==> src/rtl/mem_arb_pkg.sv <==
// Shared types and default widths for the two-requester memory arbiter.
package mem_arb_pkg;

  localparam int ADDR_W_DEF = 16;
  localparam int DATA_W_DEF = 16;

  typedef enum logic [1:0] {
    IDLE,
    SERVE_A,
    SERVE_B
  } state_t;

  typedef enum logic {
    GRANT_A,
    GRANT_B
  } grant_t;

endpackage

==> src/rtl/mem_arbiter.sv <==
// Round-robin arbiter for two requesters onto one memory port; command registered 1 cycle after request.
// Requesters stall until their one-cycle resp; one transaction in flight, IDLE turnaround between grants.
module mem_arbiter
  import mem_arb_pkg::*;
#(
  parameter int ADDR_W = ADDR_W_DEF,
  parameter int DATA_W = DATA_W_DEF
) (
  input  logic                clk,
  input  logic                rst_n,
  input  logic                a_read,
  input  logic                a_write,
  input  logic [ADDR_W-1:0]   a_address,
  input  logic [DATA_W-1:0]   a_wdata,
  input  logic [DATA_W/8-1:0] a_mask,
  output logic                a_resp,
  output logic [DATA_W-1:0]   a_rdata,
  input  logic                b_read,
  input  logic                b_write,
  input  logic [ADDR_W-1:0]   b_address,
  input  logic [DATA_W-1:0]   b_wdata,
  input  logic [DATA_W/8-1:0] b_mask,
  output logic                b_resp,
  output logic [DATA_W-1:0]   b_rdata,
  output logic                mem_read,
  output logic                mem_write,
  output logic [ADDR_W-1:0]   mem_address,
  output logic [DATA_W-1:0]   mem_wdata,
  output logic [DATA_W/8-1:0] mem_mask,
  input  logic                mem_resp,
  input  logic [DATA_W-1:0]   mem_rdata
);

  state_t                state_q, state_d;
  grant_t                last_grant_q, last_grant_d;
  logic                  mem_read_q, mem_read_d;
  logic                  mem_write_q, mem_write_d;
  logic [ADDR_W-1:0]     mem_address_q, mem_address_d;
  logic [DATA_W-1:0]     mem_wdata_q, mem_wdata_d;
  logic [DATA_W/8-1:0]   mem_mask_q, mem_mask_d;

  logic a_pend, b_pend;
  assign a_pend = a_read | a_write;
  assign b_pend = b_read | b_write;

  always_ff @(posedge clk or negedge rst_n) begin
    if (!rst_n) begin
      state_q       <= IDLE;
      last_grant_q  <= GRANT_B;
      mem_read_q    <= 1'b0;
      mem_write_q   <= 1'b0;
      mem_address_q <= '0;
      mem_wdata_q   <= '0;
      mem_mask_q    <= '0;
    end else begin
      state_q       <= state_d;
      last_grant_q  <= last_grant_d;
      mem_read_q    <= mem_read_d;
      mem_write_q   <= mem_write_d;
      mem_address_q <= mem_address_d;
      mem_wdata_q   <= mem_wdata_d;
      mem_mask_q    <= mem_mask_d;
    end
  end

  always_comb begin
    state_d       = state_q;
    last_grant_d  = last_grant_q;
    mem_read_d    = mem_read_q;
    mem_write_d   = mem_write_q;
    mem_address_d = mem_address_q;
    mem_wdata_d   = mem_wdata_q;
    mem_mask_d    = mem_mask_q;
    case (state_q)
      IDLE: begin
        // A wins when alone or when B held the previous grant; a write dominates a read
        if (a_pend && (!b_pend || last_grant_q == GRANT_B)) begin
          state_d       = SERVE_A;
          last_grant_d  = GRANT_A;
          mem_write_d   = a_write;
          mem_read_d    = a_read & ~a_write;
          mem_address_d = a_address;
          mem_wdata_d   = a_wdata;
          mem_mask_d    = a_mask;
        end else if (b_pend) begin
          state_d       = SERVE_B;
          last_grant_d  = GRANT_B;
          mem_write_d   = b_write;
          mem_read_d    = b_read & ~b_write;
          mem_address_d = b_address;
          mem_wdata_d   = b_wdata;
          mem_mask_d    = b_mask;
        end
      end
      SERVE_A, SERVE_B: begin
        if (mem_resp) begin
          state_d     = IDLE;
          mem_read_d  = 1'b0;
          mem_write_d = 1'b0;
        end
      end
      default: begin
        state_d     = IDLE;
        mem_read_d  = 1'b0;
        mem_write_d = 1'b0;
      end
    endcase
  end

  assign a_resp      = (state_q == SERVE_A) & mem_resp;
  assign b_resp      = (state_q == SERVE_B) & mem_resp;
  assign a_rdata     = mem_rdata;
  assign b_rdata     = mem_rdata;
  assign mem_read    = mem_read_q;
  assign mem_write   = mem_write_q;
  assign mem_address = mem_address_q;
  assign mem_wdata   = mem_wdata_q;
  assign mem_mask    = mem_mask_q;

endmodule
==> config.mk <==
export PLATFORM = sky130hd
export DESIGN_NAME = mem_arbiter
export DESIGN_NICKNAME = d
export VERILOG_FILES = /design/src/rtl/mem_arb_pkg.sv /design/src/rtl/mem_arbiter.sv
export SDC_FILE = /design/constraint.sdc
export NUM_CORES = 1
export LEC_CHECK = 0
export CAP_MARGIN = 5
export CORE_AREA = 2 2 62 64
export DETAILED_ROUTE_END_ITERATION = 8
export DIE_AREA = 0 0 64 66
export DONT_BUFFER_PORTS = 1
export HOLD_SLACK_MARGIN = 0.03
export PLACE_DENSITY = 0.76
export SYNTH_ARGS = -nofsm -noshare
export SYNTH_HDL_FRONTEND = slang
export SYNTH_SLANG_ARGS = --single-unit
==> constraint.sdc <==
create_clock -name clk -period 4.1 [get_ports clk]
set_input_delay 0.82 -clock clk [delete_from_list [all_inputs] [get_ports clk]]
set_output_delay 0.82 -clock clk [all_outputs]
set_load 0.01 [all_outputs]
==> results.toml <==
[grt]
grt_pass1_vias = 1335
antenna_found_initial = 0
grt-ovfl-total = 0
grt_pass1_wl_um = 6320
track_usage_pct = 19.7
grt_start_max_net_pins = 71

[clocking]
clockBufferDepth = 2
clk-insertion-delay-late_ns = 0.35
ctsResizeCount = 0
clk_pin_slew_ns = 0.13
post_cts_buffers = 0
cts_buffers = 5
clock-root-buffer = "clkbuf_4"
cts_hold_buf = 0
clock_sinks = 39
htreeDepth = 2
cts_tree = "done"

[setup_path]
critPathBufInv = 1
required_ns = 3.28
cp_data_arrival_time_ns = 1.17
crit_slowest_cell = "dfrtp_1"
endpoint_kind = "output pin"
cp-start-kind = "flop"
cp_max_fo = 3
r2r_setup_slack_ns = 2.33
timing_worst_setup_path_type = "flop to output pin"
cp_cell_sequence = "inv_1 > ha_1 > and2_1"
critPathTopFamily = "flip-flops"
r2r_start = "last_grant_q"
slowest_delay_ns = 0.42
ff2ff_path_depth = 5
r2r-end = "mem_wdata[3]"

[layout]
final_cell_mix = "nand2_1 (40), dfrtp_1 (38), mux2i_1 (34)"
nNetsFinal = 276
layout_commonest_cell = "nand2_1"
diodes = 0
design_area_um2 = 1990
area_growth_pct = -7.65
drive_above_1_share_pct = 8.20

[route]
ant_nets = 0
routedWlPerCell_um = 18.1
via_per_inst = 5.78
wirelength_um = 4180
vias = 1336
drt_pass1_iterations = 6
drtIter0Drc = 54
drc = 0

[sta]
hold_slack_ns = 0.142
tightest_slew_ns = 0.578
hold_viol = 0
fin_ws_ns = 2.11
grt_setup_unrepaired = "false"
fin_crit_sh_pct = 48.5
max_freq_mhz = 503
max-slew-margin-rel_pct = 61.3
finalMaxSlewViolations = 0
skew_ns = 0.0171
setup_viol = 0
tns_ns = 0
min_period_ns = 1.99

[synth]
yosysWarnings = 0
ys_seq_area_share_pct = 45.3
synth_nets = 311
synthesis.area_um2 = 2160
syn_inst = 217
ys_types = 23
synth_top_area_share_pct = 44.1
netlist_top_cells_area = "dfrtp_1 (44%), mux2i_1 (16%), buf_4 (13%)"
avgSynthCellArea_um2 = 9.95
ys_ff_latch = 39
synth_largest_area_cell = "dfrtp_1"

[status]
status = "completed"

[floorplanning]
ios = 161
die_area_um2 = 4220
die_w_um = 64
die_h_um = 66
initial_core_util_pct = 60.8
core_um2 = 3550
rows = 22

[power_and_ir_drop]
p_leak_nw = 0.946
ir_drop_uv = 310
p_per_area_nw_per_um2 = 784

[place]
dp_slack_ns = 1.86
placed_area_um2 = 1910
numPortBuffers = 0
dp_hpwl_um = 3180
gp_congestion = 0.732

[hold_path]
hold_class = "primary input to asynchronous set/reset pin"

[flow_run]
max_cap_viol_count = 0
==> metrics by stage <==
stage	util [%]	power [mW]	std cells
5_1_grt	56.1	1.69	231
4_1_cts	56.1	1.58	231
3_5_place_dp	53.7	1.31	223
6_report	56.1	1.56	231
3_3_place_gp	53.7	1.27	223
2_1_floorplan	-	1.28	217
==> cells in the mapped netlist, drive strengths merged <==
master / number
ha: 3
dfrtp: 38
nand2b: 2
clkbuf: 3
dfstp: 1
nor2b: 2
nand3: 1
mux2i: 34
o21ai: 40
and2: 2
buf: 40
a21oi: 2
inv: 3
o21a: 1
o31ai: 1
nand2: 41
o21bai: 1
o21ba: 1
or4: 1
==> worst max path at each step <==
stage	slack [ns]	from	depth (start not counted)	end
after global routing	2.04	state_q[1]	3	a_resp
after global placement	1.93	a_write	4	mem_wdata[12]
after floorplan	2.21	a_write	4	mem_wdata[10]
final	2.11	state_q[1]	3	a_resp
after detailed placement	1.86	a_write	4	mem_wdata[4]
after CTS	2.09	state_q[1]	3	a_resp
==> power breakdown <==
part           switching (mW)  leakage [nW]  internal (mW)
combinational           0.296         0.422          0.192
clock                   0.128        0.0482          0.144
sequential              0.221         0.475          0.582
==> final cells by class <==
type	count	area (um^2)
well taps	48	60.1
flip-flops and latches	39	977
clock inverters	2	35.0
repair buffers	1	7.51
fillers	312	1560
multi-input cells	132	851
clock buffers	6	51.3
inverters	3	11.3
==> worst register-to-register path, cell delays in order (launching register included) <==
cell      delay [ns]
dfstp_2         0.40
o21bai_1        0.21
o21ai_4         0.25
buf_4           0.45
mux2i_1         0.23
o21ai_0         0.10
==> cell families (layout without fill, tap and decap cells) <==
kind of cell / Yosys count / after routing / share of synthesized area, %
AOI/OAI and AO/OA: 46 / 46 / 11.4
DFF: 39 / 39 / 45.3
muxes: 34 / 34 / 15.8
buffers and inverters: 46 / 12 / 15.8
adders and majority gates: 3 / 3 / 1.74
and+or+nand+nor: 49 / 49 / 9.97
==> registers in the layout (all words and copies together), names as in the netlist <==
register	flops
mem_wdata	16
mem_mask	2
mem_write	1
state_q	2
last_grant_q	1
mem_read	1
mem_address	16
==> layer usage <==
metal	wire, um	GRT usage, %	vias to the layer above
li1	-	-	627
met1	1480	21.4	616
met2	2190	34.0	77
met3	440	8.35	16
met4	79	8.15	0
met5	0	0	-
Power figures use the tool's default switching activity.
